## src/rtl/mult_arbiter.sv

```systemverilog
// Round-robin arbiter/sequencer sharing one multiplier between NUM_REQ requesters.
// Optional WAIT watchdog enabled by defining MULT_ARB_TIMEOUT_EN.
module mult_arbiter #(
  parameter int NUM_REQ        = 4,
  parameter int DATA_WIDTH     = 8,
  parameter int TIMEOUT_CYCLES = 64
) (
  input  logic                            clk_i_arb,
  input  logic                            rst_i_arb,
  input  logic [NUM_REQ-1:0]              req_i,
  input  logic [NUM_REQ*DATA_WIDTH-1:0]   a_i,
  input  logic [NUM_REQ*DATA_WIDTH-1:0]   b_i,
  output logic [NUM_REQ-1:0]              gnt_o,
  output logic [NUM_REQ-1:0]              done_o,
  output logic [2*DATA_WIDTH-1:0]         result_o,
  output logic                            err_o,
  output logic                            busy_o,
  output logic                            mult_en_o,
  output logic [DATA_WIDTH-1:0]           mult_a_o,
  output logic [DATA_WIDTH-1:0]           mult_b_o,
  input  logic [2*DATA_WIDTH-1:0]         mult_result_i,
  input  logic                            mult_done_i
);

  // state | meaning
  // IDLE  | no transaction; arbitrate among req_i
  // ISSUE | operands registered, mult_en_o pulsed
  // WAIT  | operands held until mult_done_i (or watchdog expiry)
  // RESP  | done_o strobe to winner, pointer advanced
  typedef enum logic [1:0] {
    S_IDLE  = 2'd0,
    S_ISSUE = 2'd1,
    S_WAIT  = 2'd2,
    S_RESP  = 2'd3
  } state_t;

  localparam int IDX_W = $clog2(NUM_REQ);

  state_t                r_state;
  logic [IDX_W-1:0]      r_ptr;
  logic [IDX_W-1:0]      r_win;
  logic [IDX_W-1:0]      w_win;
  logic                  w_any;
  logic [NUM_REQ-1:0]    w_win_oh;
  logic [NUM_REQ-1:0]    w_gnt_oh;
  logic [DATA_WIDTH-1:0] w_a_arr [NUM_REQ];
  logic [DATA_WIDTH-1:0] w_b_arr [NUM_REQ];

  for (genvar g = 0; g < NUM_REQ; g++) begin : g_slice
    assign w_a_arr[g] = a_i[g*DATA_WIDTH +: DATA_WIDTH];
    assign w_b_arr[g] = b_i[g*DATA_WIDTH +: DATA_WIDTH];
  end

  assign w_any    = |req_i;
  assign w_gnt_oh = {{(NUM_REQ-1){1'b0}}, 1'b1} << w_win;
  assign w_win_oh = {{(NUM_REQ-1){1'b0}}, 1'b1} << r_win;

  // Scan from farthest to nearest offset so the nearest requester after ptr wins.
  always_comb begin
    int               v_k;
    logic [IDX_W-1:0] v_idx;
    v_k   = 0;
    v_idx = '0;
    w_win = r_ptr;
    for (int i = NUM_REQ; i >= 1; i--) begin
      v_k = int'(r_ptr) + i;
      if (v_k >= NUM_REQ) v_k = v_k - NUM_REQ;
      v_idx = IDX_W'(v_k);
      if (req_i[v_idx]) w_win = v_idx;
    end
  end

`ifdef MULT_ARB_TIMEOUT_EN
  localparam int CNT_W = (TIMEOUT_CYCLES > 1) ? $clog2(TIMEOUT_CYCLES) : 1;
  logic [CNT_W-1:0] r_to_cnt;
  logic             r_err;
  assign err_o = r_err;
`else
  logic w_unused_cfg;
  assign w_unused_cfg = ^TIMEOUT_CYCLES;
  assign err_o        = 1'b0;
`endif

  always_ff @(posedge clk_i_arb or posedge rst_i_arb) begin
    if (rst_i_arb) begin
      r_state   <= S_IDLE;
      r_ptr     <= IDX_W'(NUM_REQ-1);
      r_win     <= '0;
      gnt_o     <= '0;
      done_o    <= '0;
      result_o  <= '0;
      busy_o    <= 1'b0;
      mult_en_o <= 1'b0;
      mult_a_o  <= '0;
      mult_b_o  <= '0;
`ifdef MULT_ARB_TIMEOUT_EN
      r_to_cnt  <= '0;
      r_err     <= 1'b0;
`endif
    end else begin
      case (r_state)
        S_IDLE: begin
          if (w_any) begin
            r_win     <= w_win;
            mult_a_o  <= w_a_arr[w_win];
            mult_b_o  <= w_b_arr[w_win];
            gnt_o     <= w_gnt_oh;
            busy_o    <= 1'b1;
            mult_en_o <= 1'b1;
            r_state   <= S_ISSUE;
          end
        end
        S_ISSUE: begin
          mult_en_o <= 1'b0;
`ifdef MULT_ARB_TIMEOUT_EN
          r_to_cnt  <= CNT_W'(TIMEOUT_CYCLES-1);
`endif
          r_state   <= S_WAIT;
        end
        S_WAIT: begin
          // A done arriving on the expiry cycle takes precedence over the watchdog.
          if (mult_done_i) begin
            result_o <= mult_result_i;
            done_o   <= w_win_oh;
            r_state  <= S_RESP;
          end
`ifdef MULT_ARB_TIMEOUT_EN
          else if (r_to_cnt == '0) begin
            result_o <= '0;
            r_err    <= 1'b1;
            done_o   <= w_win_oh;
            r_state  <= S_RESP;
          end else begin
            r_to_cnt <= r_to_cnt - CNT_W'(1);
          end
`endif
        end
        S_RESP: begin
          done_o  <= '0;
          gnt_o   <= '0;
          busy_o  <= 1'b0;
          r_ptr   <= r_win;
`ifdef MULT_ARB_TIMEOUT_EN
          r_err   <= 1'b0;
`endif
          r_state <= S_IDLE;
        end
        default: r_state <= S_IDLE;
      endcase
    end
  end

endmodule
```

## config.mk

```make
export PLATFORM = sky130hd
export DESIGN_NAME = mult_arbiter
export DESIGN_NICKNAME = d
export VERILOG_FILES = /design/src/rtl/mult_arbiter.sv
export SDC_FILE = /design/constraint.sdc
export NUM_CORES = 1
export LEC_CHECK = 0
export BUFFER_PORTS_ARGS = -buffer_cell sky130_fd_sc_hd__buf_2
export CORE_MARGIN = 10
export CORE_UTILIZATION = 46
export CTS_CLUSTER_SIZE = 10
export DETAILED_ROUTE_END_ITERATION = 10
export GPL_TIMING_DRIVEN = 0
export PLACE_DENSITY = 0.78
export SLEW_MARGIN = 15
export SYNTH_ARGS = -nofsm -noshare
export SYNTH_HDL_FRONTEND = slang
export SYNTH_SLANG_ARGS = --single-unit
```

## constraint.sdc

```tcl
create_clock -name clk_i_arb -period 2.3 [get_ports clk_i_arb]
set_input_delay 0.115 -clock clk_i_arb [delete_from_list [all_inputs] [get_ports clk_i_arb]]
set_output_delay 0.115 -clock clk_i_arb [all_outputs]
set_load 0.05 [all_outputs]
```

==> impl_metrics.env <==
export IMPL_outcome="finished clean"
export IMPL_grt_pass1_wl_um=12600
export IMPL_p_leak_uw=0.00171
export IMPL_hold_violations=0
export IMPL_startpoint="r_ptr[0]"
export IMPL_synthAdderAreaFrac=0.0240
export IMPL_layout_setup_ws_ns=0.166
export IMPL_maxCapViolCount=0
export IMPL_worstSetupPathType="reg -> reg"
export IMPL_skew_ns=0.00447
export IMPL_setup_viol=0
export IMPL_initial_core_util=0.474
export IMPL_drive_gt1_frac=0.462
export IMPL_multi_input_area_mm2=0.00123
export IMPL_syn_cell_area_mm2=0.00261
export IMPL_yosys_top_cells_area="dfrtp_1, mux2_2, mux2i_1, a2111oi_2, a211oi_1"
export IMPL_vias_per_cell=5.39
export IMPL_ys_async_sr_fraction=1.00
export IMPL_ys_seq_elements=48
export IMPL_clk_path_buf_depth=2
export IMPL_hp_start="mult_result_i[3]"
export IMPL_synthSimpleGateAreaFrac=0.0878
export IMPL_arrival_ns=2.30
export IMPL_n_antenna_cell=0
export IMPL_first_pass_iters=4
export IMPL_io_pin_count=130
export IMPL_rsz0062_at_grt="no"
export IMPL_grt_pass1_vias=2631
export IMPL_overflow=0
export IMPL_cts_root_buffer="clkbuf_8"
export IMPL_timing_rr_start="r_ptr[0]"
export IMPL_fmax_mhz=469
export IMPL_power_density_mw_per_mm2=1610
export IMPL_yosysTopAreaCell="dfrtp_1"
export IMPL_dr_total_vias=2465
export IMPL_port_buffers=128
export IMPL_postRouteAntennaNets=0
export IMPL_maxSlewViolCount=0
export IMPL_final_cell_area_mm2=0.00348
export IMPL_gp_congestion=0.870
export IMPL_synth_nets=340
export IMPL_synth_top_family_by_area="compound AO/OA/AOI/OAI gates"
export IMPL_post_place_ws_ns=0.175
export IMPL_synth_flop_cell="dfrtp_1"
export IMPL_core_mm2=0.00551
export IMPL_routed_wl_um=7990
export IMPL_slew_headroom=0.575
export IMPL_worst_ep_required_time_ns=2.46
export IMPL_end_kind="flip-flop"
export IMPL_wl_per_cell_um=17.5
export IMPL_clkSinkCount=48
export IMPL_setup_tns_ns=0
export IMPL_yosysSeqAreaShare=0.462
export IMPL_drt_iter0_drc=61
export IMPL_min_period_ns=2.13
export IMPL_drcViolationCount=0
export IMPL_placed_area_mm2=0.00336
export IMPL_fill_cells=490
export IMPL_cp_max_fo=10
export IMPL_postSynthCellCount=248
export IMPL_hpwl_um=6320
export IMPL_clk_pin_slew_ns=0.09
export IMPL_synth_top_cell_area_share=0.441
export IMPL_grt_start_max_net_pins=33
export IMPL_clk_latency_ns=0.30
export IMPL_r2r_slack_ns=0.17
export IMPL_tightest_slew_ns=0.637
export IMPL_numCtsBuffers=5
export IMPL_synth_edff_count=0
export IMPL_worstPathCellList="or3b_1, buf_2, and3_1, buf_6, a2111oi_0, a211oi_1"
export IMPL_synth_avg_cell_area_um2=10.5
export IMPL_startpoint_type="flip-flop"
export IMPL_yosys_warnings=0
export IMPL_die_area_mm2=0.00908
export IMPL_track_usage=0.171
export IMPL_rows=27
export IMPL_period_share=0.928
export IMPL_synth_xor_area_share=0
export IMPL_irDropWorstVdd_uv=1000
export IMPL_antenna_found_initial=0
export IMPL_syn2layout_area_growth_pct=33.4
export IMPL_cp_slowest_cell="dfstp_2"
export IMPL_register_area_mm2=0.00120
export IMPL_die_y_um=95.3
export IMPL_synth_cell_type_count=38
export IMPL_muxShareOfSynthArea=0.139
export IMPL_htree_levels=2
export IMPL_synth_compound_area_frac=0.218
export IMPL_worstHoldPathType="in -> reg"
export IMPL_cts_tree="yes"
export IMPL_cpPeakStageDelay_ns=0.56
export IMPL_fp_dieW_um=95.3
export IMPL_final_nets=476
==> cells in the mapped netlist, types with 2 or more instances <==
| library cell | number |
|---|---|
| a21oi_1 | 6 |
| dfrtp_1 | 46 |
| a21o_1 | 2 |
| nand2_1 | 11 |
| o21ai_0 | 6 |
| clkbuf_1 | 10 |
| ha_1 | 5 |
| a31oi_1 | 16 |
| nor3_1 | 2 |
| a211oi_1 | 16 |
| inv_1 | 20 |
| buf_2 | 3 |
| dfstp_2 | 2 |
| buf_4 | 3 |
| o21ai_1 | 3 |
| buf_6 | 2 |
| mux2i_1 | 16 |
| nor2_1 | 24 |
| mux2_2 | 18 |
| a2111oi_0 | 7 |
| nor2b_1 | 5 |
| a2111oi_2 | 9 |
==> cells by family after synthesis <==
| logic type | after synthesis |
|---|---|
| AO/OA/AOI/OAI | 72 |
| AND/OR/NAND/NOR | 49 |
| buffers and inverters | 39 |
| adder cells (fa/ha/maj) | 5 |
| flip-flops | 48 |
| other | 1 |
| multiplexers | 34 |
==> power breakdown <==
part | switching [uW] | internal, uW
Combinational | 2450 | 1020
Clock | 302 | 328
Sequential | 242 | 1280
==> metrics by stage <==
| step | util | cells | hold slack (ns) | total power, uW |
|---|---|---|---|---|
| floorplan | - | 248 | 0.266 | 4140 |
| global placement | 0.606 | 448 | 0.345 | 4930 |
| detailed placement | 0.610 | 449 | 0.127 | 5020 |
| CTS | 0.633 | 458 | 0.0258 | 5670 |
| global route | 0.632 | 457 | 0.0282 | 5980 |
| finish | 0.632 | 457 | 0.0356 | 5610 |
==> state kept, by name, indices dropped and copies added (netlist names) <==
| signal | flops |
|---|---|
| mult_en_o | 1 |
| result_o | 16 |
| mult_a_o | 8 |
| busy_o | 1 |
| r_ptr | 2 |
| gnt_o | 4 |
| mult_b_o | 8 |
| done_o | 4 |
| r_win | 2 |
| r_state | 2 |
==> repair_timing <==
| item | CTS | global route |
|---|---|---|
| setup endpoints to repair | 0 | 9 |
| hold buffers | 1 | 0 |
| setup buffers | 0 | 0 |
| resized for setup | 0 | 0 |
| hold endpoints to repair | 16 | 0 |
==> per-layer routing <==
| layer | share of wire | up-vias | track usage |
|---|---|---|---|
| li1 | - | 1171 | - |
| met1 | 0.40 | 1175 | 0.195 |
| met2 | 0.45 | 112 | 0.283 |
| met3 | 0.14 | 7 | 0.0841 |
| met4 | 0.0084 | 0 | 0.0362 |
| met5 | 0 | - | 0 |
==> worst max-delay path: cells and delay by family, from the launching register on <==
| kind | cells | cell delay, ns |
|---|---|---|
| buffers and inverters | 2 | 0.31 |
| AO/OA/AOI/OAI | 2 | 0.63 |
| flip-flops | 1 | 0.56 |
| AND/OR/NAND/NOR | 2 | 0.50 |
==> final timing paths <==
check / cells past startpoint / end
hold reg to reg: 1 / busy_o
setup / recovery: 6 / mult_b_o[1]
setup reg to reg: 6 / mult_b_o[1]
min in group asynchronous: 3 / mult_b_o[5]
hold / removal: 2 / result_o[3]
max in group asynchronous: 4 / r_ptr[1]
==> final cells by class <==
| type | count | share of cell area |
|---|---|---|
| buffer | 18 | 0.0280 |
| clock buffer | 5 | 0.0198 |
| clock inverter | 3 | 0.0133 |
| inverter | 20 | 0.0216 |
| multi-input combinational | 161 | 0.353 |
| sequential | 48 | 0.346 |
| tap | 72 | 0.0259 |
| timing repair buffer | 130 | 0.193 |
==> placed cells by master, fill, tap and decap left out, drive strengths merged, types with 5 or more instances in the layout <==
master,count
a31oi,16
mux2i,16
clkbuf,14
mux2,18
nor2,24
inv,21
nand2,11
o21ai,10
ha,5
nor2b,5
a211oi,16
buf,138
a21oi,6
dfrtp,46
a2111oi,16
No activity file was read; power rests on OpenSTA's default activity.
